==> config.mk <==
export PLATFORM = sky130hd
export DESIGN_NAME = layer_sequencer
export DESIGN_NICKNAME = d
export VERILOG_FILES = /design/src/rtl/layer_sequencer.sv
export SDC_FILE = /design/constraint.sdc
export NUM_CORES = 1
export LEC_CHECK = 0
export ABC_CLOCK_PERIOD_IN_PS = 2400
export BUFFER_PORTS_ARGS = -buffer_cell sky130_fd_sc_hd__buf_2
export CAP_MARGIN = 10
export CORE_MARGIN = 10
export CORE_UTILIZATION = 28
export CTS_CLUSTER_SIZE = 14
export DETAILED_ROUTE_END_ITERATION = 12
export GPL_TIMING_DRIVEN = 0
export HOLD_SLACK_MARGIN = 0.08
export PLACE_DENSITY_LB_ADDON = 0.2
export REMOVE_ABC_BUFFERS = 1
export SYNTH_ARGS = -nofsm -noshare
export SYNTH_HDL_FRONTEND = slang
export SYNTH_SLANG_ARGS = --single-unit
==> constraint.sdc <==
create_clock -name clk -period 2.4 [get_ports clk]
set_clock_uncertainty 0.1 [all_clocks]
set_input_delay 0.24 -clock clk [delete_from_list [all_inputs] [get_ports clk]]
set_output_delay 0.24 -clock clk [all_outputs]
set_load 0.05 [all_outputs]
==> src/rtl/layer_sequencer.sv <==
// ---------------------------------------------------------------------------
// layer_sequencer
//   Top-level layer scheduler for the inference datapath. Drives the shared cs
//   state bus through IDLE -> LAYER0 -> LAYER1 -> LAYER2 -> LAYER3 -> AFFINE ->
//   IDLE. For each layer it waits for the weight banks to report loaded, pulses
//   layer_start to the compute engine, and advances on layer_done.
//   After each cs change, w_valid is ignored for SETTLE cycles, because the
//   weight stores still show the valid from the previous layer.
//
// Optional feature macro: SEQ_WATCHDOG_EN
//   Defined: a TIMEOUT-cycle watchdog runs on every LOAD phase. On expiry it
//   sets a sticky error, returns cs to IDLE and drops busy without pulsing
//   done. start is ignored while error is set.
//   Undefined: no watchdog counter exists, TIMEOUT is not a parameter, error
//   is tied to 0 and LOAD waits indefinitely.
//
// Parameters
//   SETTLE   cycles after a cs change during which w_valid is ignored
//   TIMEOUT  max cycles spent in LOAD (SEQ_WATCHDOG_EN only)
//
// Ports
//   clk          in   1  system clock, posedge
//   rst          in   1  synchronous active-high reset
//   start        in   1  begin one inference pass (sampled only when idle)
//   w_valid      in   1  AND of all weight_store valid outputs
//   layer_done   in   1  compute engine finished current layer
//   cs           out  4  layer state bus (codes match state_layer_data.v)
//   layer_start  out  1  1-cycle pulse: weights ready, compute may begin
//   layer_idx    out  3  0..4 = LAYER0..LAYER3, AFFINE; 0 when idle
//   busy         out  1  pass in progress
//   done         out  1  1-cycle pulse at end of pass
//   error        out  1  sticky watchdog flag
// ---------------------------------------------------------------------------
module layer_sequencer #(
    parameter int SETTLE = 2
`ifdef SEQ_WATCHDOG_EN
    ,
    parameter int TIMEOUT = 1024
`endif
) (
    input  logic       clk,
    input  logic       rst,
    input  logic       start,
    input  logic       w_valid,
    input  logic       layer_done,
    output logic [3:0] cs,
    output logic       layer_start,
    output logic [2:0] layer_idx,
    output logic       busy,
    output logic       done,
    output logic       error
);

    // cs bus codes; these must stay identical to state_layer_data.v
    localparam logic [3:0] CS_IDLE   = 4'd0;
    localparam logic [3:0] CS_LAYER0 = 4'd1;
    localparam logic [3:0] CS_LAYER1 = 4'd2;
    localparam logic [3:0] CS_LAYER2 = 4'd3;
    localparam logic [3:0] CS_LAYER3 = 4'd4;
    localparam logic [3:0] CS_AFFINE = 4'd5;

    localparam logic [2:0] LAST_IDX = 3'd4;
    localparam int         BW       = (SETTLE > 0) ? $clog2(SETTLE + 1) : 1;

    typedef enum logic [1:0] {S_IDLE, S_LOAD, S_RUN, S_DONE} state_e;

    function automatic logic [3:0] layer_code(input logic [2:0] idx);
        case (idx)
            3'd0:    layer_code = CS_LAYER0;
            3'd1:    layer_code = CS_LAYER1;
            3'd2:    layer_code = CS_LAYER2;
            3'd3:    layer_code = CS_LAYER3;
            default: layer_code = CS_AFFINE;
        endcase
    endfunction

    state_e          state_q, state_d;
    logic [3:0]      cs_q, cs_d;
    logic            layer_start_q, layer_start_d;
    logic [2:0]      idx_q, idx_d;
    logic            busy_q, busy_d;
    logic            done_q, done_d;
    logic [BW-1:0]   blank_q, blank_d;
    logic            load_accept;
    logic            enter_load;
    logic            start_ok;

`ifdef SEQ_WATCHDOG_EN
    localparam int WDW = $clog2(TIMEOUT + 1);
    logic [WDW-1:0]  wd_q, wd_d;
    logic            error_q, error_d;

    assign start_ok = start & ~error_q;
    assign error    = error_q;
`else
    assign start_ok = start;
    assign error    = 1'b0;
`endif

    // Weights count as ready only once the blanking window has expired.
    assign load_accept = (blank_q == '0) && w_valid;

    always_comb begin
        // NOTE: every next-state value is defaulted first so no latch is inferred.
        state_d       = state_q;
        cs_d          = cs_q;
        layer_start_d = 1'b0;
        idx_d         = idx_q;
        busy_d        = busy_q;
        done_d        = 1'b0;
        blank_d       = blank_q;
        enter_load    = 1'b0;
`ifdef SEQ_WATCHDOG_EN
        wd_d          = wd_q;
        error_d       = error_q;
`endif

        case (state_q)
            S_IDLE: begin
                if (start_ok) begin
                    state_d    = S_LOAD;
                    cs_d       = CS_LAYER0;
                    idx_d      = '0;
                    busy_d     = 1'b1;
                    blank_d    = BW'(SETTLE);
                    enter_load = 1'b1;
                end
            end
            S_LOAD: begin
                if (blank_q != '0) begin
                    blank_d = blank_q - BW'(1);
                end else if (w_valid) begin
                    layer_start_d = 1'b1;
                    state_d       = S_RUN;
                end
            end
            S_RUN: begin
                if (layer_done) begin
                    if (idx_q != LAST_IDX) begin
                        idx_d      = idx_q + 3'd1;
                        cs_d       = layer_code(idx_q + 3'd1);
                        blank_d    = BW'(SETTLE);
                        state_d    = S_LOAD;
                        enter_load = 1'b1;
                    end else begin
                        // Outputs are registered, so the done pulse and the
                        // return of cs to IDLE are launched from here.
                        state_d = S_DONE;
                        done_d  = 1'b1;
                        busy_d  = 1'b0;
                        cs_d    = CS_IDLE;
                        idx_d   = '0;
                    end
                end
            end
            S_DONE: begin
                state_d = S_IDLE;
            end
            default: begin
                state_d = S_IDLE;
            end
        endcase

`ifdef SEQ_WATCHDOG_EN
        // The counter holds the number of LOAD cycles already spent, so the
        // TIMEOUT-th cycle without acceptance trips the watchdog.
        if (state_q == S_LOAD && !load_accept) begin
            if (wd_q == WDW'(TIMEOUT - 1)) begin
                error_d = 1'b1;
                state_d = S_IDLE;
                cs_d    = CS_IDLE;
                idx_d   = '0;
                busy_d  = 1'b0;
                blank_d = '0;
            end else begin
                wd_d = wd_q + WDW'(1);
            end
        end
        if (enter_load) begin
            wd_d = '0;
        end
`endif
    end

    always_ff @(posedge clk) begin
        // NOTE: synchronous reset clears every register, counters included,
        // so a reset mid-pass aborts cleanly without a done pulse.
        if (rst) begin
            state_q       <= S_IDLE;
            cs_q          <= CS_IDLE;
            layer_start_q <= 1'b0;
            idx_q         <= '0;
            busy_q        <= 1'b0;
            done_q        <= 1'b0;
            blank_q       <= '0;
`ifdef SEQ_WATCHDOG_EN
            wd_q          <= '0;
            error_q       <= 1'b0;
`endif
        end else begin
            // NOTE: non-blocking assignments so all registers update together.
            state_q       <= state_d;
            cs_q          <= cs_d;
            layer_start_q <= layer_start_d;
            idx_q         <= idx_d;
            busy_q        <= busy_d;
            done_q        <= done_d;
            blank_q       <= blank_d;
`ifdef SEQ_WATCHDOG_EN
            wd_q          <= wd_d;
            error_q       <= error_d;
`endif
        end
    end

    assign cs          = cs_q;
    assign layer_start = layer_start_q;
    assign layer_idx   = idx_q;
    assign busy        = busy_q;
    assign done        = done_q;

endmodule

Word level (Yosys, flattened, before mapping). Cells that the tools add are included.

Input port bits: 5. Latch bits: 0. Memory bits (writable): 0. Logic and storage cells: 63. Output and inout bits: 11. Memory bits (read-only): 0. Register bits after elaboration: 14. Memories kept: 0.

Equal/unequal tests: 14. Reductions and logical operators: 11. Multiplexer cells: 26. $add $sub $neg: 2. Shifts and indexed selects: 0. Bitwise logic cells: 3. Divide/modulo/power cells: 0. Order comparisons: 0. Multiply operators: 0.

Operators with widths (count): $mux 2 (9); $ne 2x2->1 const B (7); $mux 4 (3); $pmux 3 s4 (1); $mux 3 (3); $pmux 2 s4 (1); $pmux 4 s2 (1); $reduce_and 4->1 (2); $eq 3x2->1 const B (2); $pmux 2 s3 (1); $pmux 3 s2 (1); $reduce_or 3->1 (2); $mux 1 (5); $reduce_and 5->1 (1); $eq 2x2->1 const B (2); $reduce_bool 2->1 (2); $add 3x1->3 const B (1); $eq 3x1->1 const B (1); $logic_not 3->1 (1); $ne 3x3->1 const B (1); $not 1->1 (3); $reduce_and 3->1 (1); $reduce_bool 3->1 (1); $eq 2x1->1 const B (1); 3 further kinds (3).

Logic depth before layout (Yosys ltp).
Word-level depth: 6. Mapped depth: 5. Mapped depth without buffers: 5.

Worst setup path after synthesis. OpenSTA, ideal clock, no wires.

Path type: flip-flop to flip-flop. From: reg idx_q[0], in the netlist layer_idx[0]. To: reg cs_q[1], in the netlist cs[1]. Stages on the path, launching flop included: 6. Clock period less this slack: 2.090 ns. Library setup time: 0.071 ns. Data required time: 2.229 ns. Data arrival time: 1.919 ns. Buffers on the path: 0. Slack: 0.310 ns. Cells stage by stage: dfxtp_1 inv_1 ha_1 and2_1 or4b_1 a21oi_1.

Longest elaborated chain between the ends: 6. Elaborated cells on any way between the ends: 10. Classes of those cells: 1 x add/sub; 4 x eq/ne; 4 x mux; 1 x reduce/logical.

Ends and longest elaborated chain: start, declared (line 80) `logic [2:0] idx_q, idx_d;`; start signal, assigned (line 205) `idx_q <= idx_d;`; $add 3x1->3 (line 141) `cs_d = layer_code(idx_q + 3'd1);`; $eq 3x2->1 (tied with other cells) (line 68) `case (idx)`; $pmux 3 s4 (line 68); $mux 4 (*) (line 139) `if (idx_q != LAST_IDX) begin`; $mux 4 (*) (line 138) `if (layer_done) begin`; $pmux 4 s2 (*) (line 118) `case (state_q)`; end signal, assigned (line 203) `cs_q <= cs_d;`; end, declared (line 78) `logic [3:0] cs_q, cs_d;`.

Mark *: on every way between the ends. The rest lies on a longest branch, timed or not. The select of a mux whose other input is x is not followed. A chain may end at the register's enable or synchronous reset.

Worst setup path after layout. Ends and elaborated chain as after synthesis.

==> results.py <==
metrics = {
    "status": {
        "outcome": "finished clean",
    },
    "worst_setup_path": {
        "critPathMaxStageDelay_ns": 0.53,
        "cp.buffers_inverters": 1,
        "cp-startpoint": "layer_idx[0]",
        "cp-end-kind": "flop",
        "worstPathMaxFanout": 7,
        "crit_chain": "inv_1 > ha_1 > and2_1 > or4b_1 > a21oi_1",
        "critical_path_class": "reg2reg",
        "cp.depth": 5,
        "cp.arrival_ns": 1.94,
        "path_delay_family": "simple AND/OR/NAND/NOR gates",
        "r2r_start": "layer_idx[0]",
        "critPathSlowestCell": "or4b_1",
        "critPathRequiredTime_ns": 2.51,
        "r2r_cells": 5,
        "cp-start-kind": "flop",
    },
    "floorplanning": {
        "ios": 16,
        "core_area_sq_um": 2480,
        "initial_utilization_pct": 29.2,
        "die_area_sq_um": 5020,
        "die_w_um": 70.8,
        "die_h_um": 70.8,
        "num_rows": 18,
    },
    "worst_hold_path": {
        "min_from": "start",
        "hold_path_class": "in2reg",
        "holdPathStages": 3,
    },
    "finish": {
        "regArea_sq_um": 260,
        "area_growth_pct": 12.5,
        "final_nets": 104,
        "antenna_cells": 0,
        "drive_gt1_share_pct": 21.7,
        "final_area_sq_um": 813,
        "multi_input_area_sq_um": 398,
        "fillers": 278,
    },
    "drt": {
        "vias": 575,
        "route.met2.wl_um": 656,
        "drt_iter0_drc": 44,
        "maxUsedRoutingLayer": "met3",
        "ant_nets": 0,
        "wl_met3_um": 118,
        "totalWireLength_mm": 1.51,
        "drc": 0,
        "met1_length_um": 738,
        "wl_per_cell_um": 12.4,
        "firstDrtPassIters": 2,
        "vias_per_cell": 4.71,
    },
    "placed_design": {
        "dpl.hpwl_mm": 1.17,
        "place_ws_ns": 0.567,
        "io_buffers": 13,
        "place_area_sq_um": 787,
        "place_congestion": 0.746,
    },
    "synthesis": {
        "synth.distinct_cells": 36,
        "avgSynthCellArea_sq_um": 9.04,
        "ys_seq_area_share_pct": 36.0,
        "netlist_area_sq_um": 723,
        "syn-instance-count": 80,
        "synth-edff-count": 0,
        "synthArstFlopShare_pct": 0,
        "synth_ff_type": "dfxtp_1",
        "ys_warn_count": 0,
        "synth_seq_cells": 13,
    },
    "sta": {
        "whs_ns": 0.156,
        "period_share_pct": 76.1,
        "finalHoldViolations": 0,
        "slew_violations": 0,
        "fin_crit_ns": 1.83,
        "fmax_mhz": 548,
        "rsz0062_at_grt": "false",
        "timing.final.ws_setup_ns": 0.574,
        "setup_viol": 0,
        "fin_tns_setup_ns": 0,
    },
    "pwr": {
        "power_per_cell_area_nw_per_um2": 561,
        "total_power_mw": 0.456,
        "p_leak_nw": 0.344,
        "ir_worst_vdd_mv": 0.320,
    },
    "clocking": {
        "clk_path_buf_depth": 2,
        "cts-root-buf": "clkbuf_4",
        "post_cts_buffers": 0,
        "clock_sink_count": 13,
        "clk_latency_ns": 0.27,
        "htreeDepth": 1,
        "postCtsHoldBufs": 0,
        "cts_tree": "done",
        "cts_made_buffers": 3,
        "path_clk_slew_ns": 0.08,
        "postCtsResizedCells": 0,
    },
    "job": {
        "maxCapViolations": 0,
    },
    "global_route": {
        "grt_max_degree": 15,
        "antenna_found_initial": 0,
        "grt_usage_pct": 6.31,
        "grt_pass1_vias": 600,
        "grt-ovfl-total": 0,
        "grt_pass1_wl_mm": 2.64,
    },
}
==> cell type report <==
type,instances,area share [%]
Tap cell,30,4.62
Multi-Input combinational cell,55,48.9
Inverter,7,3.23
Sequential cell,13,32.0
Clock buffer,4,3.23
Timing Repair Buffer,13,8.00
==> worst paths after layout <==
| kind | to | slack (ns) |
|---|---|---|
| setup / recovery | cs[1] | 0.57 |
| hold / removal | busy | 0.16 |
| setup reg to reg | cs[1] | 0.57 |
| hold reg to reg | busy | 0.37 |
==> state kept, by name (all words and copies together), names as in the netlist <==
name	count
blank_q	2
busy	1
cs	3
done	1
layer_idx	3
layer_start	1
state_q	2
==> layout by cell type (no fill, tap or decap) <==
cell,synthesis,layout
nor2_1,7,7
a21o_1,1,1
ha_1,6,6
a21oi_1,8,8
clkbuf_1,1,1
o21a_1,1,1
o32ai_1,1,1
nor3_1,1,1
o21bai_1,1,1
xor2_1,1,1
buf_2,1,13
mux2i_2,1,1
o21ai_0,3,3
or4b_1,1,1
o21ba_2,2,2
nand2_1,3,3
clkbuf_4,0,3
nor4b_1,2,2
a221o_1,1,1
or2b_1,1,1
and3b_1,1,1
o31ai_1,1,1
inv_1,7,7
nor3b_1,1,1
nand2b_1,1,1
a211oi_1,1,1
conb_1,1,2
a221oi_2,1,1
a311oi_1,1,1
nand4_1,1,1
a2111o_1,1,1
dfxtp_1,13,13
o311ai_0,1,1
nand3_1,1,1
and2_1,1,1
==> worst reg2reg max path: cells and delay by family, from the launching register on <==
family                   cells  cell delay [ns]
adder cells (fa/ha/maj)      1             0.27
AO/OA/AOI/OAI                1             0.14
flip-flops                   1             0.43
buffers and inverters        1             0.09
AND/OR/NAND/NOR              2             0.74
==> report_power, final <==
| part | total (mW) | internal (mW) | switching [mW] |
|---|---|---|---|
| Clock | 0.137 | 0.0644 | 0.0725 |
| Combinational | 0.0832 | 0.0282 | 0.0550 |
| Sequential | 0.236 | 0.226 | 0.0105 |
| Total | 0.456 | 0.318 | 0.138 |
==> synthesized netlist by cell type (2+ instances only) <==
master | n | area, sq um
dfxtp_1 | 13 | 260
nor4b_1 | 2 | 17.5
nor2_1 | 7 | 26.3
inv_1 | 7 | 26.3
o21ba_2 | 2 | 20.0
nand2_1 | 3 | 11.3
o21ai_0 | 3 | 15.0
buf_4 | 3 | 22.5
ha_1 | 6 | 75.1
a21oi_1 | 8 | 40.0
==> metrics by stage <==
step           util [%]  std cells
2_1_floorplan         -         75
4_1_cts            32.8        122
6_report           32.8        122
5_1_grt            32.8        122
3_3_place_gp       31.8        118
3_5_place_dp       31.8        118
==> per-layer routing <==
metal  track usage, %  vias to the layer above
met3             4.32                        0
met4             1.29                        0
met5                0                        -
li1                 -                      303
met1             7.47                      258
met2             9.20                       14
==> kinds of logic after synthesis <==
logic type | count (synthesis) | share of synthesized area [%]
AO/OA/AOI/OAI | 24 | 24.2
buffers and inverters | 13 | 9.51
other | 1 | 0.519
adder cells (fa/ha/maj) | 6 | 10.4
AND/OR/NAND/NOR | 21 | 16.3
multiplexers | 1 | 1.90
flip-flops | 13 | 36.0
XOR/XNOR | 1 | 1.21
No activity file was read; power rests on OpenSTA's default activity.
